**src/rtl/seq_magnitude_comparator.sv**
```systemverilog
// rtl/seq_magnitude_comparator.sv - multi-cycle MSB-first magnitude comparator
// Scans DIGIT bits per cycle with early exit; signed mode maps to offset binary.
module seq_magnitude_comparator #(
  parameter int WIDTH = 16,
  parameter int DIGIT = 4
) (
  input  logic             clk,
  input  logic             reset,
  input  logic             start,
  input  logic             signed_mode,
  input  logic [WIDTH-1:0] a,
  input  logic [WIDTH-1:0] b,
  output logic             busy,
  output logic             done,
  output logic             a_eq_b,
  output logic             a_ls_b,
  output logic             a_gt_b
);

  localparam int NSTEP = WIDTH / DIGIT;
  localparam int CW    = (NSTEP > 1) ? $clog2(NSTEP) : 1;
  localparam logic [WIDTH-1:0] MSB_MASK = WIDTH'(1) << (WIDTH - 1);
  localparam logic [CW-1:0]    LAST_STEP = CW'(NSTEP - 1);

  typedef enum logic {IDLE, SCAN} state_t;

  state_t           state, state_n;
  logic [CW-1:0]    cnt, cnt_n;
  logic [WIDTH-1:0] sa, sa_n, sb, sb_n;
  logic             busy_n, done_n, eq_n, ls_n, gt_n;
  logic [DIGIT-1:0] da, db;

  assign da = sa[WIDTH-1 -: DIGIT];
  assign db = sb[WIDTH-1 -: DIGIT];

  always_ff @(posedge clk) begin
    if (reset) begin
      state  <= IDLE;
      cnt    <= '0;
      sa     <= '0;
      sb     <= '0;
      busy   <= 1'b0;
      done   <= 1'b0;
      a_eq_b <= 1'b0;
      a_ls_b <= 1'b0;
      a_gt_b <= 1'b0;
    end else begin
      state  <= state_n;
      cnt    <= cnt_n;
      sa     <= sa_n;
      sb     <= sb_n;
      busy   <= busy_n;
      done   <= done_n;
      a_eq_b <= eq_n;
      a_ls_b <= ls_n;
      a_gt_b <= gt_n;
    end
  end

  always_comb begin
    state_n = state;
    cnt_n   = cnt;
    sa_n    = sa;
    sb_n    = sb;
    busy_n  = busy;
    done_n  = 1'b0;
    eq_n    = a_eq_b;
    ls_n    = a_ls_b;
    gt_n    = a_gt_b;
    unique case (state)
      IDLE: begin
        if (start) begin
          // Flipping both MSBs turns a two's-complement order into an unsigned one.
          sa_n    = signed_mode ? (a ^ MSB_MASK) : a;
          sb_n    = signed_mode ? (b ^ MSB_MASK) : b;
          cnt_n   = '0;
          busy_n  = 1'b1;
          state_n = SCAN;
        end
      end
      SCAN: begin
        if (da != db || cnt == LAST_STEP) begin
          gt_n    = (da > db);
          ls_n    = (da < db);
          eq_n    = (da == db);
          done_n  = 1'b1;
          busy_n  = 1'b0;
          state_n = IDLE;
        end else begin
          sa_n  = sa << DIGIT;
          sb_n  = sb << DIGIT;
          cnt_n = cnt + CW'(1);
        end
      end
      default: state_n = IDLE;
    endcase
  end

endmodule

```
**config.mk**
```make
export PLATFORM = sky130hd
export DESIGN_NAME = seq_magnitude_comparator
export DESIGN_NICKNAME = d
export VERILOG_FILES = /design/src/rtl/seq_magnitude_comparator.sv
export SDC_FILE = /design/constraint.sdc
export NUM_CORES = 1
export LEC_CHECK = 0
export CORE_UTILIZATION = 50
export CTS_CLUSTER_SIZE = 25
export DETAILED_ROUTE_END_ITERATION = 10
export PLACE_DENSITY = 0.79
export SYNTH_ARGS = -nofsm -noshare
export SYNTH_HDL_FRONTEND = slang
export SYNTH_SLANG_ARGS = --single-unit
```
**constraint.sdc**
```tcl
create_clock -name clk -period 2.24 [get_ports clk]
set_input_delay 0.336 -clock clk [delete_from_list [all_inputs] [get_ports clk]]
set_output_delay 0.336 -clock clk [all_outputs]
set_load 0.02 [all_outputs]
```
-- Word-level counts from Yosys, hierarchy flattened
Index checks and enable logic that the tools add are counted.
- register bits after elaboration: 40
- input port bits: 36
- output and inout bits: 5
- add/subtract/negate cells: 1
- $lt $le $gt $ge: 2
- eq/ne operators: 6
- mux-type cells: 18
- bitwise logic cells: 3
- reductions and logical operators: 5
- operators with widths (kind ; number):
    2-to-1 mux 16 bit ; 6
    case mux 16 bit (2 select lines) ; 2
    AND reduction 2 bit ; 3
    2-to-1 mux 1 bit ; 5
    == test 4 bit ; 1
    > comparator 4 bit ; 1
    less-than comparator 4 bit ; 1
    2-to-1 mux 2 bit ; 2
    inequality test 2 bit, second input constant ; 2
    inequality test 4 bit ; 1
    case mux 1 bit (2 select lines) ; 2
    case mux 2 bit (2 select lines) ; 1
    NOT 1 bit ; 3
    adder 2 x 1 -> 2 bit, second input constant ; 1
    == test 2 bit, second input constant ; 1
    inequality test 2 x 1 -> 1 bit, second input constant ; 1
    OR reduction 2 bit ; 1
    logical OR 1 bit ; 1

-- Logic depth before layout (Yosys ltp)
- word-level depth: 4
- gate-level depth with buffers: 8

-- Worst setup path before layout
No wires, ideal clock.
- path type: reg2reg
- start point: register sb[15]
- end point: register sb[10]
- setup time: 0.146 ns
- arrival: 1.415 ns
- data required time: 2.094 ns
- slack: 0.679 ns
- cell stages (with the launch flop): 9
- cell sequence: dfxtp_1 inv_1 ha_1 and4_1 a21o_1 buf_6 buf_6 nor2_1 a211oi_2
- longest elaborated chain between the ends: 4
- ends and longest elaborated chain (item ; line ; text):
    start: declaration ; 29 ; logic [WIDTH-1:0] sa, sa_n, sb, sb_n;
    start signal: assignment ; 51 ; sb <= sb_n;
    inequality test 4 bit ; 82 ; if (da != db || cnt == LAST_STEP) begin
    logical OR 1 bit ; 82 ;
    inequality test 2 bit (no line) ; -- ;
    AND reduction 2 bit (no line) ; -- ;
No other way between the ends.
A chain may end at the register's enable or synchronous reset.

-- Worst setup path after layout
- start point: register sb[15]
- end point: register sa[8]
- longest elaborated chain between the ends: 4
- ends and longest elaborated chain (item ; line ; text):
    inequality test 4 bit ; 82 ;
    logical OR 1 bit ; 82 ;
    inequality test 2 bit (no line) ; -- ;
    AND reduction 2 bit (no line) ; -- ;
    end signal: assignment ; 50 ; sa <= sa_n;
    end: declaration ; 29 ;
No other way between the ends.

==> flow_summary.yaml <==
yosys:
  ys_ff_latch: 40
  synthTopCellsByArea: "dfxtp_1 42%, a211oi_2 13%, mux2i_1 12%"
  syn-num-nets: 237
  synthCells: 196
  ys_types: 28
  synthesis.area_um2: 1890
  syn_area_per_cell_um2: 9.62
  yosysTopAreaCell: "dfxtp_1"
  synth-seq-area-share_pct: 42.5
  netlist.area_leader.share_pct: 42.5
  yosys_warnings: 0
placed_design:
  gp_congestion: 0.778
  place_hpwl_um: 2880
  place_inst: 274
  place_ws_ps: 415
  portBuffers: 40
clock_network:
  htree_num_levels: 2
  cts_tree: "built"
  cts_setup_buffers: 0
  cts-root-buf: "clkbuf_8"
  clkLatencyLatePin_ps: 300
  path_clk_slew_ps: 70
  ctsResizeCount: 0
  clock_sinks: 40
  numCtsBuffers: 5
  cts.path.max_buffers: 2
  cts_hold_buf: 0
worst_setup_path:
  reg2reg_from: "sb[15]$_SDFFE_PP0P_"
  reg2reg_depth: 7
  reg2reg_slack_ps: 470
  end_kind: "register"
  critPathLaunchType: "register"
  required_ps: 2440
  startpoint: "sb[15]$_SDFFE_PP0P_"
  crit_end: "sa[8]$_SDFFE_PP0P_"
  arrival_ps: 1970
  worstReg2RegEnd: "sa[8]$_SDFFE_PP0P_"
  cp_max_fo: 40
  crit_type: "register to register"
final_layout:
  fin_cells: 282
  final_nets: 276
  synthToLayoutAreaGrowth_pct: 27.2
  drive_gt1_share_pct: 15.7
  n_fill_cell: 306
  regArea_um2: 801
  multiInputGateArea_um2: 972
  diodes: 0
  final_common_cell: "dfxtp_1"
  layout_common_cells: "40 x dfxtp_1, 39 x clkdlybuf4s50_1, 27 x nor2_1"
sta:
  setup_violations: 0
  fmax_mhz: 565
  rsz0062_at_grt: "false"
  slew-limit-headroom_pct: 69.7
  fin_skew_ps: 4.05
  drv_slew: 0
  finalCritPeriodShare_pct: 79.1
  hold_violations: 0
  setup_tns_ps: 0
  period_needed_ps: 1770
  worst_pin_slew_ps: 454
  setup_ws_ps: 469
drt:
  drc: 0
  drtIter0Drc: 83
  num_vias: 1505
  wl_per_cell_um: 13.8
  drt-vias-per-instance: 5.34
  wirelength_um: 3880
  drtPass1Iterations: 4
  final_antenna_net_count: 0
global_routing:
  antenna_found_initial: 0
  grt_start_max_net_pins: 41
  grt-ovfl-total: 0
  grt_pass1_vias: 1466
  grt_first_pass_wirelength_um: 6570
  grt_usage_pct: 21.5
  use_met1_pct: 23.7
  busiest_layer: "met2"
  grtUsageMet2_pct: 39.4
  gr-usage-met3_pct: 3.80
floorplan:
  die_h_um: 63.4
  ioPinCount: 41
  initial_core_util_pct: 54.4
  row_count: 21
  die_x_um: 63.4
  core_um2: 3470
  die_area_um2: 4020
run_status:
  status: "completed"
min_path:
  hp-class: "register to register"
pwr:
  vdd_ir_drop_max_v: 0.000408
  power-per-cell-area_nw_per_um2: 738
  p_leak_nw: 0.888
flow_run:
  drv_cap: 0
[per-layer routing]
layer | vias to the layer above | part of all wire [%]
li1 | 768 | -
met1 | 682 | 42
met2 | 48 | 51
met3 | 7 | 4.9
met4 | 0 | 1.9
met5 | - | 0
[power by group]
group	internal [mW]	switching (mW)
registers	0.787	0.0427
logic	0.217	0.232
clock network	0.246	0.247
total	1.25	0.521
[worst max-delay path: stages (launching register included)]
cell and delay, ps:
dfxtp_1 340, inv_1 50, ha_1 300, and4_1 260, a21o_1 190, buf_12 230, nor2_1 60, a211oi_1 240
[worst min path at each step]
stage	from	to	slack (ps)	cells past startpoint
after CTS	reset	done$_SDFF_PP0_	450	2
after floorplan	sb[15]$_SDFFE_PP0P_	sb[15]$_SDFFE_PP0P_	440	2
after global placement	a_gt_b$_SDFFE_PP0P_	a_gt_b$_SDFFE_PP0P_	450	2
after global routing	reset	done$_SDFF_PP0_	470	2
final	a_ls_b$_SDFFE_PP0P_	a_ls_b$_SDFFE_PP0P_	460	2
after detailed placement	a_ls_b$_SDFFE_PP0P_	a_ls_b$_SDFFE_PP0P_	450	2
[cells by family (layout without fill, tap and decap cells)]
| logic type | count (synthesis) | count (layout) | share of synthesized area [%] |
|---|---|---|---|
| flops | 40 | 40 | 42.5 |
| mux | 23 | 23 | 12.3 |
| fa+ha+maj | 5 | 5 | 3.32 |
| xor+xnor | 2 | 2 | 0.929 |
| buf+inv | 19 | 59 | 5.97 |
| simple gates | 62 | 62 | 14.3 |
| compound gates | 45 | 45 | 20.7 |
[cells in the mapped netlist]
cell type and count:
and2b_1 1, a21oi_1 15, inv_1 4, nand2b_1 2
a211oi_1 3, nor2_1 27, nor2b_1 1, clkbuf_1 6
a21o_1 1, dfxtp_1 40, ha_1 5, mux2i_1 22
nand4_1 1, buf_2 3, o21ai_1 1, buf_1 1
a211oi_2 20, nand2_1 15, or3_1 1, o21ai_0 3
nand3_1 12, and4_1 1, o21a_1 1, mux2_2 1
buf_6 5, xnor2_1 2, nor3_1 1, o211ai_1 1
[layout make-up]
type                    count  area share, %
flip-flops and latches     40           33.4
multi-input cells         137           40.5
well taps                  46           2.40
repair buffers             47           19.2
inverters                   4          0.626
clock buffers               6           3.44
clock inverters             2          0.417
[registers in the layout, indices dropped and copies added (netlist names)]
signal	count
a_eq_b	1
a_gt_b	1
a_ls_b	1
busy	1
cnt	2
done	1
sa	16
sb	16
state	1
[per-stage QoR]
step / hold WS, ps / util, % / cell area, um2 / power (mW)
after global placement: 446 / 66.5 / 2310 / 1.27
after floorplan: 444 / - / 1890 / 1.15
final: 461 / 69.2 / 2400 / 1.77
after CTS: 451 / 69.2 / 2400 / 1.79
after detailed placement: 450 / 66.5 / 2310 / 1.30
after global routing: 473 / 69.2 / 2400 / 1.87
No activity file was read; power rests on OpenSTA's default activity.
